**src/rtl/seq_serializer.sv**
```systemverilog
// Parallel-to-serial front end for the 1011 detector: MSB-first, 1 clk accept->first bit, gapless streaming.
// Optional even-parity trailer bit when SEQ_SER_PARITY_EN is defined; s_ready low while a word is in flight.
module seq_serializer #(
  parameter int   WIDTH    = 8,
  parameter logic IDLE_BIT = 1'b0
) (
  input  logic             clk,
  input  logic             rst,
  input  logic [WIDTH-1:0] s_data,
  input  logic             s_valid,
  output logic             s_ready,
  output logic             dout,
  output logic             dout_vld,
  output logic             busy,
  output logic             word_done
);

  localparam int            CW   = $clog2(WIDTH);
  localparam logic [CW-1:0] LAST = CW'(WIDTH - 1);

`ifdef SEQ_SER_PARITY_EN
  typedef enum logic [1:0] {IDLE = 2'd0, SHIFT = 2'd1, PAR = 2'd2} state_t;
`else
  typedef enum logic [1:0] {IDLE = 2'd0, SHIFT = 2'd1} state_t;
`endif

  state_t           state, state_nxt;
  logic [CW-1:0]    cnt, cnt_nxt;
  logic [WIDTH-1:0] shreg, shreg_nxt;
  logic             dout_nxt, vld_nxt, done_nxt;
  logic             accept;
`ifdef SEQ_SER_PARITY_EN
  logic             par_q, par_nxt;
`endif

  always_ff @(posedge clk) begin
    if (rst) begin
      state     <= IDLE;
      cnt       <= '0;
      shreg     <= '0;
      dout      <= IDLE_BIT;
      dout_vld  <= 1'b0;
      word_done <= 1'b0;
`ifdef SEQ_SER_PARITY_EN
      par_q     <= 1'b0;
`endif
    end else begin
      state     <= state_nxt;
      cnt       <= cnt_nxt;
      shreg     <= shreg_nxt;
      dout      <= dout_nxt;
      dout_vld  <= vld_nxt;
      word_done <= done_nxt;
`ifdef SEQ_SER_PARITY_EN
      par_q     <= par_nxt;
`endif
    end
  end

  always_comb begin
    s_ready   = 1'b0;
    state_nxt = state;
    cnt_nxt   = cnt;
    shreg_nxt = shreg;
    dout_nxt  = IDLE_BIT;
    vld_nxt   = 1'b0;
    done_nxt  = 1'b0;
`ifdef SEQ_SER_PARITY_EN
    par_nxt   = par_q;
`endif

    case (state)
      IDLE: s_ready = 1'b1;
      SHIFT: begin
        dout_nxt  = shreg[WIDTH-1];
        vld_nxt   = 1'b1;
        shreg_nxt = {shreg[WIDTH-2:0], 1'b0};
        cnt_nxt   = cnt + 1'b1;
        if (cnt == LAST) begin
          cnt_nxt = '0;
`ifdef SEQ_SER_PARITY_EN
          state_nxt = PAR;
`else
          state_nxt = IDLE;
          done_nxt  = 1'b1;
          s_ready   = 1'b1;
`endif
        end
      end
`ifdef SEQ_SER_PARITY_EN
      PAR: begin
        dout_nxt  = par_q;
        vld_nxt   = 1'b1;
        done_nxt  = 1'b1;
        state_nxt = IDLE;
        s_ready   = 1'b1;
      end
`endif
      default: state_nxt = IDLE;
    endcase

    if (rst) s_ready = 1'b0;
    accept = s_valid && s_ready;

    // Every ready state loads the new word the same way, which keeps back-to-back words gapless.
    if (accept) begin
      state_nxt = SHIFT;
      cnt_nxt   = '0;
      shreg_nxt = s_data;
`ifdef SEQ_SER_PARITY_EN
      par_nxt   = ^s_data;
`endif
    end
  end

  assign busy = (state != IDLE);

endmodule

```
**config.mk**
```make
export PLATFORM = sky130hd
export DESIGN_NAME = seq_serializer
export DESIGN_NICKNAME = d
export VERILOG_FILES = /design/src/rtl/seq_serializer.sv
export SDC_FILE = /design/constraint.sdc
export NUM_CORES = 1
export LEC_CHECK = 0
export CAP_MARGIN = 10
export CORE_MARGIN = 4
export CORE_UTILIZATION = 48
export DETAILED_ROUTE_END_ITERATION = 8
export GPL_ROUTABILITY_DRIVEN = 0
export PLACE_DENSITY = 0.82
export SLEW_MARGIN = 20
export SYNTH_ARGS = -nofsm -noshare
export SYNTH_HDL_FRONTEND = slang
export SYNTH_SLANG_ARGS = --single-unit
```
**constraint.sdc**
```tcl
create_clock -name clk -period 2 [get_ports clk]
set_input_delay 0.2 -clock clk [delete_from_list [all_inputs] [get_ports clk]]
set_output_delay 0.2 -clock clk [all_outputs]
set_load 0.005 [all_outputs]
```
==> metrics.log <==
INFO  metric clkLatencyLatePin = roughly 0.29 ns
INFO  metric ctsLongestPathBuffers = 2
INFO  metric detail_route.wl_per_cell = ~14 um
INFO  metric tritoncts = yes
INFO  metric timing.hold.worst_endpoint = shreg[1]
INFO  metric report.power.total = ~600 uW
INFO  metric yosys_warnings = 0
INFO  metric worstPathArrival = ~1.6 ns
INFO  metric seq_area_frac_synth = between 40 and 50%
INFO  metric clock-skew-final = slightly above 0.007 ns
INFO  metric drive_gt1_share = approximately 23%
INFO  metric result_of_the_run = finished, final reports clean
INFO  metric cp-startpoint = state[0]
INFO  metric maxSlewViolCount = 0
INFO  metric core = 0.001366 sq mm
INFO  metric cp-end-kind = output port
INFO  metric synth_adder_area_share = under 10%
INFO  metric synthesis.instances = 72
INFO  metric die_area = approximately 0.0022 sq mm
INFO  metric post_drt_via_cell_ratio = 5.451
INFO  metric h-tree-depth = 1
INFO  metric regToRegStartpoint = cnt[0]
INFO  metric cts_inserted_buffers = 3
INFO  metric timing.final.crit_share = between 90% and 100%
INFO  metric cts.clk_slew.worst_paths = about 0.090 ns
INFO  metric yosys.area_share.simple = about a fifth
INFO  metric wl = 1.381 mm
INFO  metric worstPathMaxFanout = 12
INFO  metric r2r_setup_slack = 0.43 ns
INFO  metric detail_route.first_pass.iterations = 4
INFO  metric r2r_end = shreg[4]
INFO  metric clk_root_buf = sky130_fd_sc_hd__clkbuf_4
INFO  metric class_of_the_most_critical_hold_timing_path = input port to flop
INFO  metric timing.setup.tns = 0 ns
INFO  metric grt_pass1_wl = ~2.3 mm
INFO  metric seqCellArea = between 300 and 400 sq um
INFO  metric hold-worst-slack = around 0.45 ns
INFO  metric tightest_slew = approximately 0.42 ns
INFO  metric yosys-mux-area-fraction = about 4%
INFO  metric fmax = roughly 550 MHz
INFO  metric synth_xor_xnor_area_share = 0%
INFO  metric dpl.hpwl = approximately 970 um
INFO  metric start_util = 53.75%
INFO  metric reg2reg_depth = 5
INFO  metric synth_top_cells_by_area = sky130_fd_sc_hd__dfxtp_1, sky130_fd_sc_hd__a221oi_1, sky130_fd_sc_hd__and2b_2, sky130_fd_sc_hd__a211oi_1, sky130_fd_sc_hd__buf_6
INFO  metric filler_cells_inserted = 127
INFO  metric first_iter_violations = 11
INFO  metric pin_count = 16
INFO  metric timing.final.ws_setup = ~0.18 ns
INFO  metric synthesis.nets = 85
INFO  metric sink_count_of_the_clock_tree = 15
INFO  metric remaining_drc_errors = 0
INFO  metric placement_rows = 13
INFO  metric floorplan.die.width = 47.12 um
INFO  metric maxCapViolations = 0
INFO  metric share_of_the_synthesized_area_in_the_top_cell_type = between 40% and 50%
INFO  metric grt_max_degree = 14
INFO  metric post-synth-top-area-cell = sky130_fd_sc_hd__dfxtp_1
INFO  metric grt_remaining_overflow = 0
INFO  metric final_report_setup_violation_count = 0
INFO  metric grt_antenna_before_repair = 0
INFO  metric place.port_buffers = 15
INFO  metric synth_area_per_cell = 10.20 sq um
INFO  metric holdCritStartpoint = s_data[1]
INFO  metric slew-limit-headroom = a little under three quarters
INFO  metric antenna_cells_inserted = 0
INFO  metric layout.cells.most_common = sky130_fd_sc_hd__clkdlybuf4s50_1
INFO  metric number_of_global_route_vias_before_repair = 514
INFO  metric die_height = ~47 um
INFO  metric multi_input_area = approximately 350 sq um
INFO  metric main_combinational_cell_family_by_area_after_synthesis = simple AND/OR/NAND/NOR gates
INFO  metric leading_cell_types_in_the_layout_fill_and_taps_excluded = sky130_fd_sc_hd__clkdlybuf4s50_1, sky130_fd_sc_hd__dfxtp_1, sky130_fd_sc_hd__and2b_2, sky130_fd_sc_hd__inv_1, sky130_fd_sc_hd__a221oi_1
INFO  metric drt.antenna.violating_nets = 0
INFO  metric setup_repair_after_global_routing_missed_its_margin = no
INFO  metric power_per_cell_area = between 600 and 700 mW/mm^2
INFO  metric yosysUniqueCellTypes = 22
INFO  metric finalNetCount = just over 100
INFO  metric fin_crit = 1.824 ns
INFO  metric place_worst_setup_slack = between 0.2 and 0.25 ns
INFO  metric cp.required = approximately 1.8 ns
INFO  metric routed-via-count = about 560
INFO  metric worst_hold_path.num_cells = 3
INFO  metric yosys_register_bits = 15
INFO  metric timing_hold_violations_final = 0
INFO  metric area.growth.synth_to_final = 20.95%
INFO  metric critPathLaunchType = flop
INFO  metric grt_usage = approximately 15%
INFO  metric vdd_ir_drop_max = approximately 0.00047 V
INFO  metric timing_worst_setup_path_type = flop to output port
INFO  metric leakage = approximately 0.37 nW
INFO  metric syn-cell-area = around 730 sq um
INFO  metric synth_compound_gate_area_share = between 10% and 20%
## layout make-up
class / instances / share of cell area, %
multi-input cells: 44 / 39.30
flip-flops and latches: 15 / 34.08
repair buffers: 17 / 18.45
inverters: 7 / 2.958
clock buffers: 3 / 2.535
well taps: 15 / 2.113
clock inverters: 1 / 0.5634
## cells by family (layout without fill, tap and decap cells)
logic type,count (synthesis),in the layout
buf+inv,13,28
fa+ha+maj,2,2
flops,15,15
compound gates,16,16
mux,3,3
simple gates,23,23
## layer usage
layer | track usage (%) | part of all wire [%]
met5 | 0 | 0
met4 | 4.972 | 0
met3 | 5.747 | 5.9
met2 | 23.85 | 50
met1 | 18.89 | 44
## power breakdown
part	internal (mW)	switching [mW]	total, mW
logic	0.0592	0.0413	0.101
clock network	0.0744	0.0987	0.173
registers	0.317	0.0126	0.329
## flip-flops by register name, indices dropped and copies added (netlist names)
register / cells
shreg: 8
state: 1
cnt: 3
dout_vld: 1
dout: 1
word_done: 1
## what timing repair did
item | 4_1_cts | 5_1_grt
buffers inserted | 0 | 0
endpoints found under the setup margin | 1 | 0
gates resized for setup | 6 | 0
hold buffers | 0 | 0
## cell usage after synthesis
| cell | instances |
|---|---|
| sky130_fd_sc_hd__dfxtp_1 | 15 |
| sky130_fd_sc_hd__a221oi_1 | 7 |
| sky130_fd_sc_hd__and2b_2 | 7 |
| sky130_fd_sc_hd__inv_1 | 7 |
| sky130_fd_sc_hd__a211oi_1 | 6 |
| sky130_fd_sc_hd__nor2_1 | 6 |
| sky130_fd_sc_hd__buf_6 | 3 |
| sky130_fd_sc_hd__mux2i_1 | 3 |
| sky130_fd_sc_hd__clkbuf_8 | 2 |
| sky130_fd_sc_hd__ha_1 | 2 |
| sky130_fd_sc_hd__nor2b_1 | 2 |
| sky130_fd_sc_hd__nor3_1 | 2 |
| sky130_fd_sc_hd__a211oi_2 | 1 |
| sky130_fd_sc_hd__a21oi_1 | 1 |
| sky130_fd_sc_hd__and2_1 | 1 |
| sky130_fd_sc_hd__and2_2 | 1 |
| sky130_fd_sc_hd__and2_4 | 1 |
| sky130_fd_sc_hd__dlymetal6s2s_1 | 1 |
| sky130_fd_sc_hd__nand2b_1 | 1 |
| sky130_fd_sc_hd__nand3_1 | 1 |
| sky130_fd_sc_hd__nor3b_1 | 1 |
| sky130_fd_sc_hd__o21a_1 | 1 |
## metrics by stage
stage	cell area [sq um]	instances	util (%)
4_1_cts	888.4	102	65.02
6_report	888.4	102	65.02
5_1_grt	888.4	102	65.02
3_5_place_dp	844.6	98	61.81
3_3_place_gp	844.6	98	61.81
2_1_floorplan	734.5	72	-
## worst max-delay path by stage
stage / to / depth (start not counted)
after detailed placement: s_ready / 5
final: busy / 2
after CTS: busy / 2
after floorplan: shreg[1] / 7
after global placement: s_ready / 5
after global routing: busy / 2
## worst max-delay path, cell delays in order, from the launching register on
cell and delay, ns:
sky130_fd_sc_hd__dfxtp_1 0.58, sky130_fd_sc_hd__buf_4 0.25, sky130_fd_sc_hd__clkdlybuf4s50_1 0.51
Note: power is estimated with default switching activity, not from simulation.
